File: config.mk
export PLATFORM = sky130hd
export DESIGN_NAME = placement_search
export DESIGN_NICKNAME = d
export VERILOG_FILES = /design/src/rtl/placement_search.sv
export SDC_FILE = /design/constraint.sdc
export NUM_CORES = 1
export LEC_CHECK = 0
export BUFFER_PORTS_ARGS = -buffer_cell sky130_fd_sc_hd__buf_2
export CORE_AREA = 10 10 374 376
export CTS_CLUSTER_DIAMETER = 60
export CTS_CLUSTER_SIZE = 10
export DETAILED_ROUTE_END_ITERATION = 16
export DIE_AREA = 0 0 384 386
export HOLD_SLACK_MARGIN = 0.15
export PLACE_DENSITY = 0.39
export SETUP_SLACK_MARGIN = 0.05
export SLEW_MARGIN = 0
export SYNTH_ARGS = -nofsm -noshare
export SYNTH_HDL_FRONTEND = slang
export SYNTH_SLANG_ARGS = --single-unit
File: constraint.sdc
create_clock -name clk -period 3.19 [get_ports clk]
set_input_delay 0.319 -clock clk [delete_from_list [all_inputs] [get_ports clk]]
set_output_delay 0.319 -clock clk [all_outputs]
set_load 0.05 [all_outputs]
File: src/rtl/placement_search.sv
// Sweeps every (column, rotation) candidate for a falling block through an external
// simulator and evaluator, and reports the lowest-scoring legal placement.
module placement_search #(
  parameter int COLS           = 10,
  parameter int ROWS           = 20,
  parameter int COL_W          = 4,
  parameter int CLR_W          = 10,
  parameter int SCORE_W        = 64,
  parameter bit SKIP_SYMMETRIC = 1'b1
) (
  input  logic                      clk,
  input  logic                      rst,
  input  logic                      req_to_client,
  input  logic [3:0]                cur_block,
  input  logic [ROWS*COLS-1:0]      cur_board,
  output logic                      resp_from_client,
  output logic [COL_W-1:0]          opt_col,
  output logic [1:0]                opt_rotation,
  output logic                      opt_found,
  output logic signed [SCORE_W-1:0] opt_score,
  output logic                      sim_request,
  output logic [COL_W-1:0]          sim_col,
  output logic [1:0]                sim_rotation,
  output logic [3:0]                sim_block,
  output logic [ROWS*COLS-1:0]      sim_board,
  input  logic                      sim_ready,
  input  logic                      sim_valid,
  input  logic [ROWS*COLS-1:0]      sim_next_board,
  input  logic [CLR_W-1:0]          sim_cleared,
  output logic                      eval_request,
  output logic [ROWS*COLS-1:0]      eval_board,
  output logic [CLR_W-1:0]          eval_cleared,
  input  logic                      eval_ready,
  input  logic signed [SCORE_W-1:0] eval_score
);

  localparam int BW = ROWS * COLS;
  localparam logic signed [SCORE_W-1:0] SCORE_MAX = {1'b0, {(SCORE_W-1){1'b1}}};

  typedef enum logic [1:0] {IDLE, SIM, EVAL, RESP} state_t;

  state_t                      state, state_next;
  logic [COL_W-1:0]            col;
  logic [1:0]                  rot;
  logic [3:0]                  blk;
  logic [BW-1:0]               board;
  logic signed [SCORE_W-1:0]   best;
  logic                        found;

  logic [1:0] rot_last;
  logic       at_rot_last;
  logic       at_col_last;
  logic       accept;
  logic       sim_done;
  logic       eval_done;
  logic       advance;
  logic       better;

  // Last rotation index to try: symmetric blocks repeat their shape after NROT turns.
  always_comb begin
    rot_last = 2'd3;
    if (SKIP_SYMMETRIC) begin
      unique case (blk)
        4'd1:                rot_last = 2'd0;
        4'd0, 4'd3, 4'd4:    rot_last = 2'd1;
        default:             rot_last = 2'd3;
      endcase
    end
  end

  assign at_rot_last = (rot == rot_last);
  assign at_col_last = (col == COL_W'(COLS - 1));

  // NOTE: every signal assigned in always_comb gets a default first so no latch is inferred.
  always_comb begin
    state_next = state;
    accept     = 1'b0;
    sim_done   = 1'b0;
    eval_done  = 1'b0;
    advance    = 1'b0;
    unique case (state)
      IDLE: begin
        if (req_to_client) begin
          accept     = 1'b1;
          state_next = (cur_block < 4'd7) ? SIM : RESP;
        end
      end
      SIM: begin
        if (sim_ready) begin
          sim_done = 1'b1;
          if (sim_valid) state_next = EVAL;
          else           advance    = 1'b1;
        end
      end
      EVAL: begin
        if (eval_ready) begin
          eval_done = 1'b1;
          advance   = 1'b1;
        end
      end
      RESP:    state_next = IDLE;
      default: state_next = IDLE;
    endcase
    if (advance) state_next = (at_rot_last && at_col_last) ? RESP : SIM;
  end

  // Strict compare keeps the earliest candidate on ties.
  assign better = eval_done && (eval_score < best);

  // NOTE: sequential state uses non-blocking assignments so every register samples pre-edge values.
  always_ff @(posedge clk) begin
    if (rst) state <= IDLE;
    else     state <= state_next;
  end

  // NOTE: the latched boards are reset too, because their reset value is visible on output ports.
  always_ff @(posedge clk) begin
    if (rst) begin
      col          <= '0;
      rot          <= '0;
      blk          <= '0;
      board        <= '0;
      best         <= '0;
      found        <= 1'b0;
      eval_board   <= '0;
      eval_cleared <= '0;
      opt_col      <= '0;
      opt_rotation <= '0;
      opt_found    <= 1'b0;
      opt_score    <= '0;
    end else begin
      if (accept) begin
        blk          <= cur_block;
        board        <= cur_board;
        col          <= '0;
        rot          <= '0;
        best         <= SCORE_MAX;
        found        <= 1'b0;
        opt_col      <= '0;
        opt_rotation <= '0;
      end
      if (sim_done) begin
        eval_board   <= sim_next_board;
        eval_cleared <= sim_cleared;
      end
      if (better) begin
        best         <= eval_score;
        opt_col      <= col;
        opt_rotation <= rot;
        found        <= 1'b1;
      end
      if (advance) begin
        if (!at_rot_last) begin
          rot <= rot + 2'd1;
        end else if (!at_col_last) begin
          col <= col + 1'b1;
          rot <= '0;
        end
      end
      if (state == RESP) begin
        opt_score <= best;
        opt_found <= found;
      end
    end
  end

  assign resp_from_client = (state == RESP);
  assign sim_request      = (state == SIM);
  assign eval_request     = (state == EVAL);
  assign sim_col          = col;
  assign sim_rotation     = rot;
  assign sim_block        = blk;
  assign sim_board        = board;

endmodule

==> summary.txt, run 1 <==
Status
  – Status: finished clean

Pwr
  – Highest ir drop seen on vdd: 0.0003781 V
  – P_leak: 16.01 nW
  – Pwr/cell area: 748.7 nW/µm²
  – Final total power: 27.32 mW

Floorplan
  – Die Area: 148200 µm²
  – Die H: 386 µm
  – IO Count: 978
  – Die Wd: 384 µm
  – Area of the core: 132600 µm²
  – Floorplan row count: 134
  – Initial Util: 16.06%

Route
  – Uppermost routed layer: met5
  – Via count: 23370
  – Initial DRC Count: 1167
  – Vias per cell: 4.001
  – Routed WL: 121100 µm
  – DRT Pass-1 Iters: 5
  – Post-route ant nets: 0
  – Met2 wire len: 55940 µm
  – Drc violations: 0
  – DR WL met3: 10100 µm
  – Post-route met1 wirelength: 50400 µm
  – Post-DR wirelength/cell: 20.73 µm

Worst hold path
  – Hold Path End: sim_block[3]
  – Hold Path Class: primary input to register
  – WHS Path Cells: 4
  – HP Start: req_to_client

Job
  – Maxcap violations: 0

GRT
  – Number of global-route vias before repair: 23710
  – Initial antenna violation count: 28
  – Tot GR Track Use: 15.30%
  – Global route overflow: 0
  – First-pass GRT wire length: 168900 µm
  – Largest net degree at the start of global routing: 156

Finish
  – Area delta synth->final: 71.33%
  – Ratio of cells with drive above 1 in the final layout: 31.45%
  – Final nets: 4559
  – Final core occ: 27.51%
  – Finished Layout Cells: 5842

Worst setup path
  – Endpoint class of the critical path: register
  – Reg2reg end: best[8]
  – Req. time, crit path: 3.75 ns
  – Worst-path maximum fanout: 13
  – Worst R2R Start: best[61]
  – Startpoint types: primary input
  – Worst reg2reg path depth: 12
  – Worst Path Arrival: 3.66 ns
  – WS Path Type: primary input to register
  – R2R Setup Slk: 0.09 ns

Placed design
  – Placed Cells: 5194
  – GP Congestion: 0.8694
  – IO buf count: 977
  – Post-DP HPWL: 92110 µm

Clock network
  – CTS root buffer: clkbuf_16
  – CTS clk-pin slew, worst paths: 0.05 ns
  – Number of H-tree levels: 3
  – Worst-Skew Late Latency: 0.69 ns
  – Total clock sinks: 558
  – TritonCTS clock tree: built
  – Max clock buf depth: 3
  – Total CTS buffers: 81

Logic synthesis
  – Number of flops mapped to enable cells by yosys: 0
  – Cell Area, Synth: 21300 µm²
  – Mean post-synth cell area: 8.287 µm²
  – Async SR Flop Fraction: 0%
  – Netlist cell types: 45
  – Sequential-to-total area share from yosys stat: 52.45%
  – #FFs+latches synth: 558
  – Yosys warnings: 0
  – Syn_nets: 3123
  – Main synth FF type: dfxtp_1
  – Post-Syn Instances: 2570

STA
  – F_max: 322.7 MHz
  – Final Skew: 0.03934 ns
  – Final hold violations: 0
  – Max_slew headroom: 39.37%
  – Finish-stage setup viols: 0
  – RSZ-0062 raised after global routing: true
  – Worst Tran Pin Value: 0.9094 ns
  – Final Cycle Share: 97.13%
  – Slew Limit Fails: 0
  – Final Critical Period: 3.099 ns
## through the flow
stage | hold slack, ns | setup WS, ns | setup TNS [ns] | cell area (µm²)
after floorplan | 0.4360 | 0.5550 | 0 | 21300
after global placement | 0.4394 | -0.02706 | -0.4341 | 28510
after detailed placement | 0.4429 | -0.04503 | -0.9271 | 28510
after CTS | 0.1938 | 0.04956 | 0 | 35940
after global routing | 0.2337 | -0.05738 | -0.9122 | 36480
final | 0.2339 | 0.09146 | 0 | 36490
## layout make-up
| class | count | area [µm²] |
|---|---|---|
| diodes | 20 | 50.05 |
| clock buffers | 101 | 2202 |
| clock inverters | 30 | 389.1 |
| fillers | 14490 | 96130 |
| inverters | 68 | 255.2 |
| multi-input cells | 1752 | 9464 |
| flip-flops and latches | 558 | 11180 |
| well taps | 1768 | 2212 |
| repair buffers | 1545 | 10740 |
## registers in the layout, summed over array words and instances (netlist names), 4 cells and up
| register | flops |
|---|---|
| eval_board | 200 |
| opt_score | 64 |
| sim_block | 4 |
| eval_cleared | 10 |
| opt_col | 4 |
| sim_col | 4 |
| best | 64 |
| sim_board | 200 |
## what timing repair did
| action | CTS | global route |
|---|---|---|
| endpoints found under the setup margin | 67 | 71 |
| pin swaps | 1 | 19 |
| hold endpoints to repair | 492 | 0 |
| buffers inserted | 0 | 9 |
| gates cloned | 0 | 5 |
| hold buffers | 483 | 0 |
| gates resized for setup | 2 | 45 |
## logic make-up after synthesis
family | share of synthesized area, %
compound gates | 17.58
fa+ha+maj | 4.054
buf+inv | 4.659
flops | 52.45
mux | 3.255
simple gates | 18.00
## power by group
| part | leakage (nW) | internal (mW) | switching [mW] | total, mW |
|---|---|---|---|---|
| Clock | 1.26 | 5.24 | 3.59 | 8.83 |
| Sequential | 4.56 | 8.09 | 0.607 | 8.69 |
| Combinational | 10.2 | 2.78 | 7.02 | 9.80 |
## placed cells by master, fill, tap and decap left out, types with 14 or more instances in the layout
cell type,n
a21oi_1,449
a311oi_1,48
a311oi_2,14
buf_12,22
buf_2,976
buf_4,57
clkbuf_16,86
dfxtp_1,553
diode_2,20
dlygate4sd3_1,483
ha_1,61
inv_1,68
mux2i_1,67
nand2_1,856
nor2_1,86
o21ai_0,20
o21ba_1,20
o21ba_2,42
## worst max-delay path by stage
stage	end	start	cells past startpoint
floorplan	best[63]	best[21]	11
global placement	best[46]	eval_score[10]	11
detailed placement	best[17]	eval_score[10]	11
CTS	best[44]	best[54]	11
global route	best[11]	best[58]	12
finish	best[8]	eval_score[63]	13
## metal layers
layer	up-vias	GRT usage, %
met2	756	24.34
met1	10960	18.52
met4	10	6.496
met5	-	0
met3	200	5.483
li1	11450	-
## cells in the mapped netlist, types with 2 or more instances
| cell | number | area, µm² |
|---|---|---|
| a21oi_1 | 452 | 2262 |
| buf_2 | 13 | 65.06 |
| nand3_1 | 9 | 45.04 |
| mux2i_1 | 67 | 670.6 |
| nand4_1 | 10 | 62.56 |
| a21boi_0 | 2 | 15.01 |
| nor2_1 | 90 | 337.8 |
| buf_1 | 12 | 45.04 |
| a21o_1 | 7 | 52.55 |
| inv_1 | 68 | 255.2 |
| a311oi_1 | 62 | 543.0 |
| a221oi_1 | 2 | 17.52 |
| o21ai_0 | 20 | 100.1 |
| o21ba_1 | 20 | 200.2 |
| and4_1 | 4 | 35.03 |
| a211oi_1 | 2 | 15.01 |
| dfxtp_1 | 558 | 11170 |
| clkbuf_1 | 167 | 626.9 |
| mux2_2 | 2 | 22.52 |
| or3_1 | 7 | 43.79 |
| a31oi_1 | 2 | 12.51 |
| nor3b_1 | 2 | 15.01 |
| nor3_1 | 2 | 10.01 |
| nand2_1 | 858 | 3221 |
| nand3b_1 | 2 | 15.01 |
| ha_1 | 69 | 863.3 |
| o21ba_2 | 42 | 420.4 |
| o221ai_1 | 2 | 17.52 |
## critical path, cell delays in order
cell,delay [ns]
dlygate4sd3_1,0.59
buf_2,0.15
ha_1,0.29
nand4_1,0.19
nor2_2,0.16
nand4_1,0.25
nor2_4,0.22
o2111ai_4,0.15
a311oi_4,0.62
nor2_4,0.06
buf_12,0.18
clkbuf_16,0.19
a311oi_1,0.27
No activity file was read; power rests on OpenSTA's default activity.
==> run 2: changes to the inputs <==
Settings changed: ABC_AREA set to 1, CORE_AREA 10 10 374 376 to 10 10 369 371, DIE_AREA 0 0 384 386 to 0 0 379 381.
==> summary.txt, run 2 <==
Route
  – Drc violations: 0 (unchanged)
  – Post-route ant nets: 0 (unchanged)
  – Uppermost routed layer: met5 (unchanged)
  – Post-DR wirelength/cell: 19.01 µm (was 20.73 µm)
  – Initial DRC Count: 1130 (was 1167)
  – DRT Pass-1 Iters: 5 (unchanged)
  – Post-route met1 wirelength: 43520 µm (was 50400 µm)
  – Vias per cell: 3.953 (was 4.001)
  – Met2 wire len: 53310 µm (was 55940 µm)
  – Routed WL: 110500 µm (was 121100 µm)
  – DR WL met3: 8850 µm (was 10100 µm)
  – Via count: 22970 (was 23370)

STA
  – Final setup margin: 0.4981 ns (was 0.09146 ns)
  – Setup TNS: 0 ns (unchanged)
  – Worst Tran Pin Value: 1.004 ns (was 0.9094 ns)
  – Final hold violations: 0 (unchanged)
  – Final Skew: 0.04389 ns (was 0.03934 ns)
  – F_max: 371.5 MHz (was 322.7 MHz)
  – RSZ-0062 raised after global routing: false (was true)
  – Max_slew headroom: 32.36% (was 39.37%)
  – Finish-stage setup viols: 0 (unchanged)
  – Final Critical Period: 2.692 ns (was 3.099 ns)
  – Final Cycle Share: 84.38% (was 97.13%)
  – Fin Hold WS: 0.1756 ns (was 0.2339 ns)
  – Slew Limit Fails: 0 (unchanged)

Placed design
  – Place WS: 0.4019 ns (was -0.04503 ns)
  – GP Congestion: 0.8698 (was 0.8694)
  – Dpl cell area: 27620 µm² (was 28510 µm²)
  – IO buf count: 977 (unchanged)
  – Post-DP HPWL: 83380 µm (was 92110 µm)

Floorplan
  – Die Area: 144400 µm² (was 148200 µm²)
  – Die Wd: 379 µm (was 384 µm)
  – Floorplan row count: 132 (was 134)
  – Initial Util: 16.13% (was 16.06%)
  – IO Count: 978 (unchanged)
  – Die H: 381 µm (was 386 µm)
  – Area of the core: 128800 µm² (was 132600 µm²)

Pwr
  – Reg power frac: 30.4% (was 31.8%)
  – Pwr/cell area: 869.6 nW/µm² (was 748.7 nW/µm²)
  – Highest ir drop seen on vdd: 0.0004872 V (was 0.0003781 V)
  – Clock share of power: 30.7% (was 32.3%)
  – P_leak: 16.20 nW (was 16.01 nW)
  – Logic gate share of total power: 38.9% (was 35.9%)
  – Sw Share: 43.98% (was 41.04%)
  – Switch Pwr: 13.47 mW (was 11.21 mW)
  – Int Pwr: 17.16 mW (was 16.11 mW)

Clock network
  – CTS clk-pin slew, worst paths: 0.05 ns (about the same)
  – CTS root buffer: clkbuf_16 (unchanged)
  – Max clock buf depth: 3 (unchanged)
  – Total clock sinks: 558 (unchanged)
  – Worst-Skew Late Latency: 0.67 ns (was 0.69 ns)
  – TritonCTS clock tree: built (unchanged)
  – Post-CTS resize count: 0 (was 2)
  – Total CTS buffers: 84 (was 81)
  – Number of H-tree levels: 3 (unchanged)

Logic synthesis
  – Post-Syn Instances: 2666 (was 2570)
  – Post-synth top area cell: dfxtp_1 (unchanged)
  – #FFs+latches synth: 558 (unchanged)
  – Main synth FF type: dfxtp_1 (unchanged)
  – Synth top area cells: dfxtp_1 54%, nor2_1 17%, o21ai_0 13% (was dfxtp_1 52%, nand2_1 15%, a21oi_1 11%)
  – Netlist cell types: 34 (was 45)
  – Most frequent cell after synthesis: nor2_1 (was nand2_1)
  – Post-synth top cells: 968 x nor2_1, 558 x dfxtp_1, 557 x o21ai_0 (was 858 x nand2_1, 558 x dfxtp_1, 452 x a21oi_1)
  – Async SR Flop Fraction: 0% (unchanged)
  – Number of flops mapped to enable cells by yosys: 0 (unchanged)
  – Mean post-synth cell area: 7.794 µm² (was 8.287 µm²)
  – Syn_nets: 3219 (was 3123)
  – Cell Area, Synth: 20780 µm² (was 21300 µm²)
  – Sequential-to-total area share from yosys stat: 53.76% (was 52.45%)
  – Post-synth top area share: 53.76% (was 52.45%)
  – Yosys warnings: 0 (unchanged)

Worst setup path
  – Endpoint class of the critical path: register (unchanged)
  – Worst Path Arrival: 3.25 ns (was 3.66 ns)
  – CP Buf/Inv Count: 2 (was 4)
  – Startpoint types: register (was primary input)
  – Slowest CP cell: dfxtp_1 (was a311oi_4)
  – WS Path Type: register to register (was primary input to register)
  – Worst-path maximum fanout: 33 (was 13)
  – CP dominant cell by count: nand2_1
  – Critical path, cell by cell: inv_1, ha_1, a21oi_1, nor2_1, nor3_1, nand2_1, nand2_1, nand2_1, nand2_1, nand2_1, nand2_1, nand2_1, nand2_2, nand3_4, buf_4, o21ai_0, nor2_1 (was dlygate4sd3_1, buf_2, ha_1, nand4_1, nor2_2, nand4_1, nor2_4, o2111ai_4, a311oi_4, nor2_4, buf_12, clkbuf_16, a311oi_1)
  – Peak per-stage delay on the critical path: 0.32 ns (was 0.62 ns)
  – Req. time, crit path: 3.75 ns (about the same)
  – Top cell family by delay on the critical path: simple AND/OR/NAND/NOR gates (was buffers and inverters)

Finish
  – Commonest non-fill, non-tap cells in the layout: 977 x buf_2, 968 x nor2_1, 558 x dfxtp_1 (was 976 x buf_2, 856 x nand2_1, 553 x dfxtp_1)
  – Fill count: 14120 (was 14490)
  – Ratio of cells with drive above 1 in the final layout: 28.51% (was 31.45%)
  – Most common cell after layout, fill and taps aside: buf_2 (unchanged)
  – Final nets: 4622 (was 4559)
  – Final core occ: 27.35% (was 27.51%)
  – Area delta synth->final: 69.56% (was 71.33%)
  – Post-Layout Inst Area: 35230 µm² (was 36490 µm²)

Status
  – Status: finished clean (unchanged)

GRT
  – Global route overflow: 0 (unchanged)
  – Number of global-route vias before repair: 23560 (was 23710)
  – Largest net degree at the start of global routing: 84 (was 156)
  – Tot GR Track Use: 14.53% (was 15.30%)
  – First-pass GRT wire length: 158600 µm (was 168900 µm)
  – Initial antenna violation count: 15 (was 28)

Job
  – Maxcap violations: 0 (unchanged)

Worst hold path
  – Hold Path Class: primary input to register (unchanged)
-- run 2: cells by family (layout without fill, tap and decap cells) --
family	count (synthesis)	in the layout	synth area share, %
other cells	0	8	0
xor+xnor	4	4	0.1686
buf+inv	272	1735	5.185
compound gates	673	673	16.36
flops	558	558	53.76
fa+ha+maj	69	69	4.155
simple gates	1090	1090	20.37
-- run 2: path summary, 6_finish.rpt --
| check | from | end | slack, ns | cells after the start |
|---|---|---|---|---|
| setup / recovery | best[5] | best[50] | 0.50 | 17 |
| hold / removal | sim_next_board[114] | eval_board[114] | 0.18 | 3 |
| setup reg to reg | best[5] | best[50] | 0.50 | 17 |
| hold reg to reg | found | found | 0.47 | 2 |
-- run 2: tightest hold or removal path, stage by stage --
cell and delay (ns):
buf_2 0.07, o21ai_0 0.21, nor2_1 0.16
-- run 2: power by group through the flow --
stage	Combinational [mW]	Clock, mW	Sequential (mW)
3_3_place_gp	11.6	0	9.39
5_1_grt	12.9	10.0	9.49
6_report	11.9	9.41	9.31
2_1_floorplan	3.58	0	13.7
3_5_place_dp	11.5	0	9.44
4_1_cts	12.1	9.75	9.31
-- run 2: layer usage --
metal	vias up	track usage [%]
met4	8	6.492
met2	748	24.74
met1	10540	16.50
li1	11490	-
met5	-	0
met3	192	4.544
-- run 2: per-stage QoR --
| step | instances | total power [mW] |
|---|---|---|
| 2_1_floorplan | 2666 | 17.32 |
| 3_3_place_gp | 5182 | 20.95 |
| 5_1_grt | 5811 | 32.40 |
| 3_5_place_dp | 5182 | 20.98 |
| 6_report | 5812 | 30.64 |
| 4_1_cts | 5804 | 31.14 |
-- run 2: repair_timing --
| action | 4_1_cts | 5_1_grt |
|---|---|---|
| hold buffers | 476 | 0 |
| setup endpoints to repair | 0 | 0 |
| hold endpoints to repair | 485 | 0 |
| setup buffers | 0 | 0 |
-- run 2: layout make-up --
| type | count | area [µm²] | share of cell area [%] |
|---|---|---|---|
| repair buffers | 1497 | 10200 | 28.94 |
| flip-flops and latches | 558 | 11170 | 31.71 |
| diodes | 8 | 20.02 | 0.05682 |
| multi-input cells | 1836 | 8558 | 24.29 |
| clock inverters | 38 | 551.8 | 1.566 |
| clock buffers | 108 | 2272 | 6.449 |
| well taps | 1675 | 2096 | 5.949 |
| inverters | 92 | 365.4 | 1.037 |
==> run 3: changes to the inputs <==
Clock period 3.19 ns to 2.5 ns, I/O delays scaled along.
==> summary.txt, run 3 (synthesis gave the netlist of run 2 again) <==
Status
  – Status: finished clean (unchanged)

STA
  – Final setup margin: 0.1446 ns (was 0.4981 ns)
  – RSZ-0062 raised after global routing: true (was false)
  – Final Critical Period: 2.355 ns (was 2.692 ns)
  – Final hold violations: 0 (unchanged)
  – Setup TNS: 0 ns (unchanged)
  – Final Skew: 0.03084 ns (was 0.04389 ns)
  – Slew Limit Fails: 0 (unchanged)
  – Worst Tran Pin Value: 0.7677 ns (was 1.004 ns)
  – F_max: 424.5 MHz (was 371.5 MHz)
  – Finish-stage setup viols: 0 (unchanged)
  – Max_slew headroom: 48.82% (was 32.36%)
  – Final Cycle Share: 94.22% (was 84.38%)

Clock network
  – Worst-Skew Late Latency: 0.67 ns (about the same)
  – CTS root buffer: clkbuf_16 (unchanged)
  – TritonCTS clock tree: built (unchanged)
  – CTS clk-pin slew, worst paths: 0.06 ns (was 0.05 ns)
  – Number of H-tree levels: 3 (unchanged)
  – Max clock buf depth: 3 (unchanged)
  – Total CTS buffers: 81 (was 84)
  – Total clock sinks: 558 (unchanged)

Floorplan
  – Initial Util: 16.13% (unchanged)
  – Die Wd: 379 µm (unchanged)
  – Area of the core: 128800 µm² (unchanged)
  – IO Count: 978 (unchanged)
  – Die H: 381 µm (unchanged)
  – Die Area: 144400 µm² (unchanged)
  – Floorplan row count: 132 (unchanged)

Pwr
  – P_leak: 16.49 nW (was 16.20 nW)
  – Pwr/cell area: 1090 nW/µm² (was 869.6 nW/µm²)
  – Final total power: 39.59 mW (was 30.64 mW)
  – Highest ir drop seen on vdd: 0.0005207 V (was 0.0004872 V)

Worst setup path
  – Startpoint types: register (unchanged)
  – Worst-path maximum fanout: 7 (was 33)
  – WS Path Type: register to register (unchanged)
  – Worst R2R Start: best[7] (was best[5])
  – Worst Path Arrival: 2.90 ns (was 3.25 ns)
  – Req. time, crit path: 3.05 ns (was 3.75 ns)
  – Reg2reg end: best[58] (was best[50])
  – Endpoint class of the critical path: register (unchanged)
  – Worst reg2reg path depth: 19 (was 17)
  – R2R Setup Slk: 0.14 ns (was 0.50 ns)

Finish
  – Final nets: 4671 (was 4622)
  – Commonest non-fill, non-tap cells in the layout: 977 x buf_2, 939 x nor2_1, 548 x o21ai_0 (was 977 x buf_2, 968 x nor2_1, 558 x dfxtp_1)
  – Most common cell after layout, fill and taps aside: buf_2 (unchanged)
  – Finished Layout Cells: 5854 (was 5812)
  – Area delta synth->final: 74.78% (was 69.56%)
  – Ratio of cells with drive above 1 in the final layout: 32.24% (was 28.51%)
  – Post-Layout Inst Area: 36320 µm² (was 35230 µm²)

Placed design
  – Placed Cells: 5205 (was 5182)
  – IO buf count: 977 (unchanged)
  – Post-DP HPWL: 84120 µm (was 83380 µm)
  – Dpl cell area: 27820 µm² (was 27620 µm²)
  – Place WS: -0.2112 ns (was 0.4019 ns)
  – GP Congestion: 0.8866 (was 0.8698)

Worst hold path
  – WHS Path Cells: 6 (was 3)
  – HP Start: eval_ready (was sim_next_board[114])
  – Hold Path End: state[0] (was eval_board[114])
  – Hold Path Class: primary input to register (unchanged)

Route
  – Post-DR wirelength/cell: 19.18 µm (was 19.01 µm)
  – Vias per cell: 3.975 (was 3.953)
  – Post-route ant nets: 0 (unchanged)
  – DRT Pass-1 Iters: 4 (was 5)
  – Drc violations: 0 (unchanged)
  – Via count: 23270 (was 22970)
  – Routed WL: 112300 µm (was 110500 µm)
  – Initial DRC Count: 1185 (was 1130)

GRT
  – Initial antenna violation count: 13 (was 15)
  – Number of global-route vias before repair: 23770 (was 23560)
  – Global route overflow: 0 (unchanged)
  – First-pass GRT wire length: 160600 µm (was 158600 µm)
  – Tot GR Track Use: 14.65% (was 14.53%)
  – Largest net degree at the start of global routing: 98 (was 84)

Job
  – Maxcap violations: 0 (unchanged)
[run 3: cell types whose count changed in the layout (fill, tap and decap cells not counted), sizes merged, moves of 4 or more]
cell	delta
inv	-4
diode	+5
dlygate4sd3	+14
clkinv	-4
clkbuf	-6
buf	+35
[run 3: through the flow]
stage	util (%)	hold slack [ns]
2_1_floorplan	-	0.3191
3_3_place_gp	21.60	0.4573
6_report	28.19	0.2208
4_1_cts	27.56	0.1617
5_1_grt	28.18	0.2632
3_5_place_dp	21.60	0.4656
[run 3: repair_timing]
item	CTS	global route
buffers inserted	4	6
hold endpoints to repair	490	0
pin swaps	9	34
resized for setup	19	156
cloned	2	3
setup endpoints to repair	71	72
hold buffers	490	0
[run 3: area by class of cell]
cell class,instances,area (µm²)
fill,14060,92510
sequential,558,11210
timing repair buffer,1549,10800
multi-input combinational,1836,9213
clock buffer,99,2186
tap,1675,2096
clock inverter,32,416.7
inverter,92,365.4
antenna,13,32.53
[run 3: where the power goes]
part | internal, mW | switching [mW] | total (mW)
Sequential | 10.9 | 1.05 | 11.9
Clock | 6.84 | 4.56 | 11.4
Combinational | 4.56 | 11.7 | 16.2
Total | 22.3 | 17.3 | 39.6
[run 3: metal layers]
layer	track usage, %	share of wire, %
met5	0	0.012
met4	4.999	2.8
met3	4.337	7.5
met2	25.79	49
met1	16.68	40
[run 3: how the worst max path moves through the flow]
stage | from | endpoint | slack [ns] | depth (start not counted)
after global routing | best[37] | best[33] | -0.01 | 17
after CTS | best[7] | best[6] | 0.006 | 19
after floorplan | best[63] | best[13] | 0.37 | 17
after global placement | eval_score[5] | best[2] | -0.22 | 18
final | best[7] | best[58] | 0.14 | 19
after detailed placement | eval_score[5] | best[2] | -0.21 | 18
[run 3: critical path, stage by stage, from the launching register on]
cell,delay [ns]
dfxtp_2,0.33
inv_1,0.07
ha_4,0.27
nand2_2,0.06
nor2_2,0.24
nand2_1,0.09
nand2_1,0.06
nand2_1,0.04
nand2_1,0.06
nand2_1,0.06
nand2_2,0.11
nand2_4,0.07
nand2_2,0.06
nand2_2,0.07
nand3_4,0.13
nand2_8,0.08
buf_8,0.15
clkbuf_16,0.17
nor2_1,0.08
nor2_1,0.05
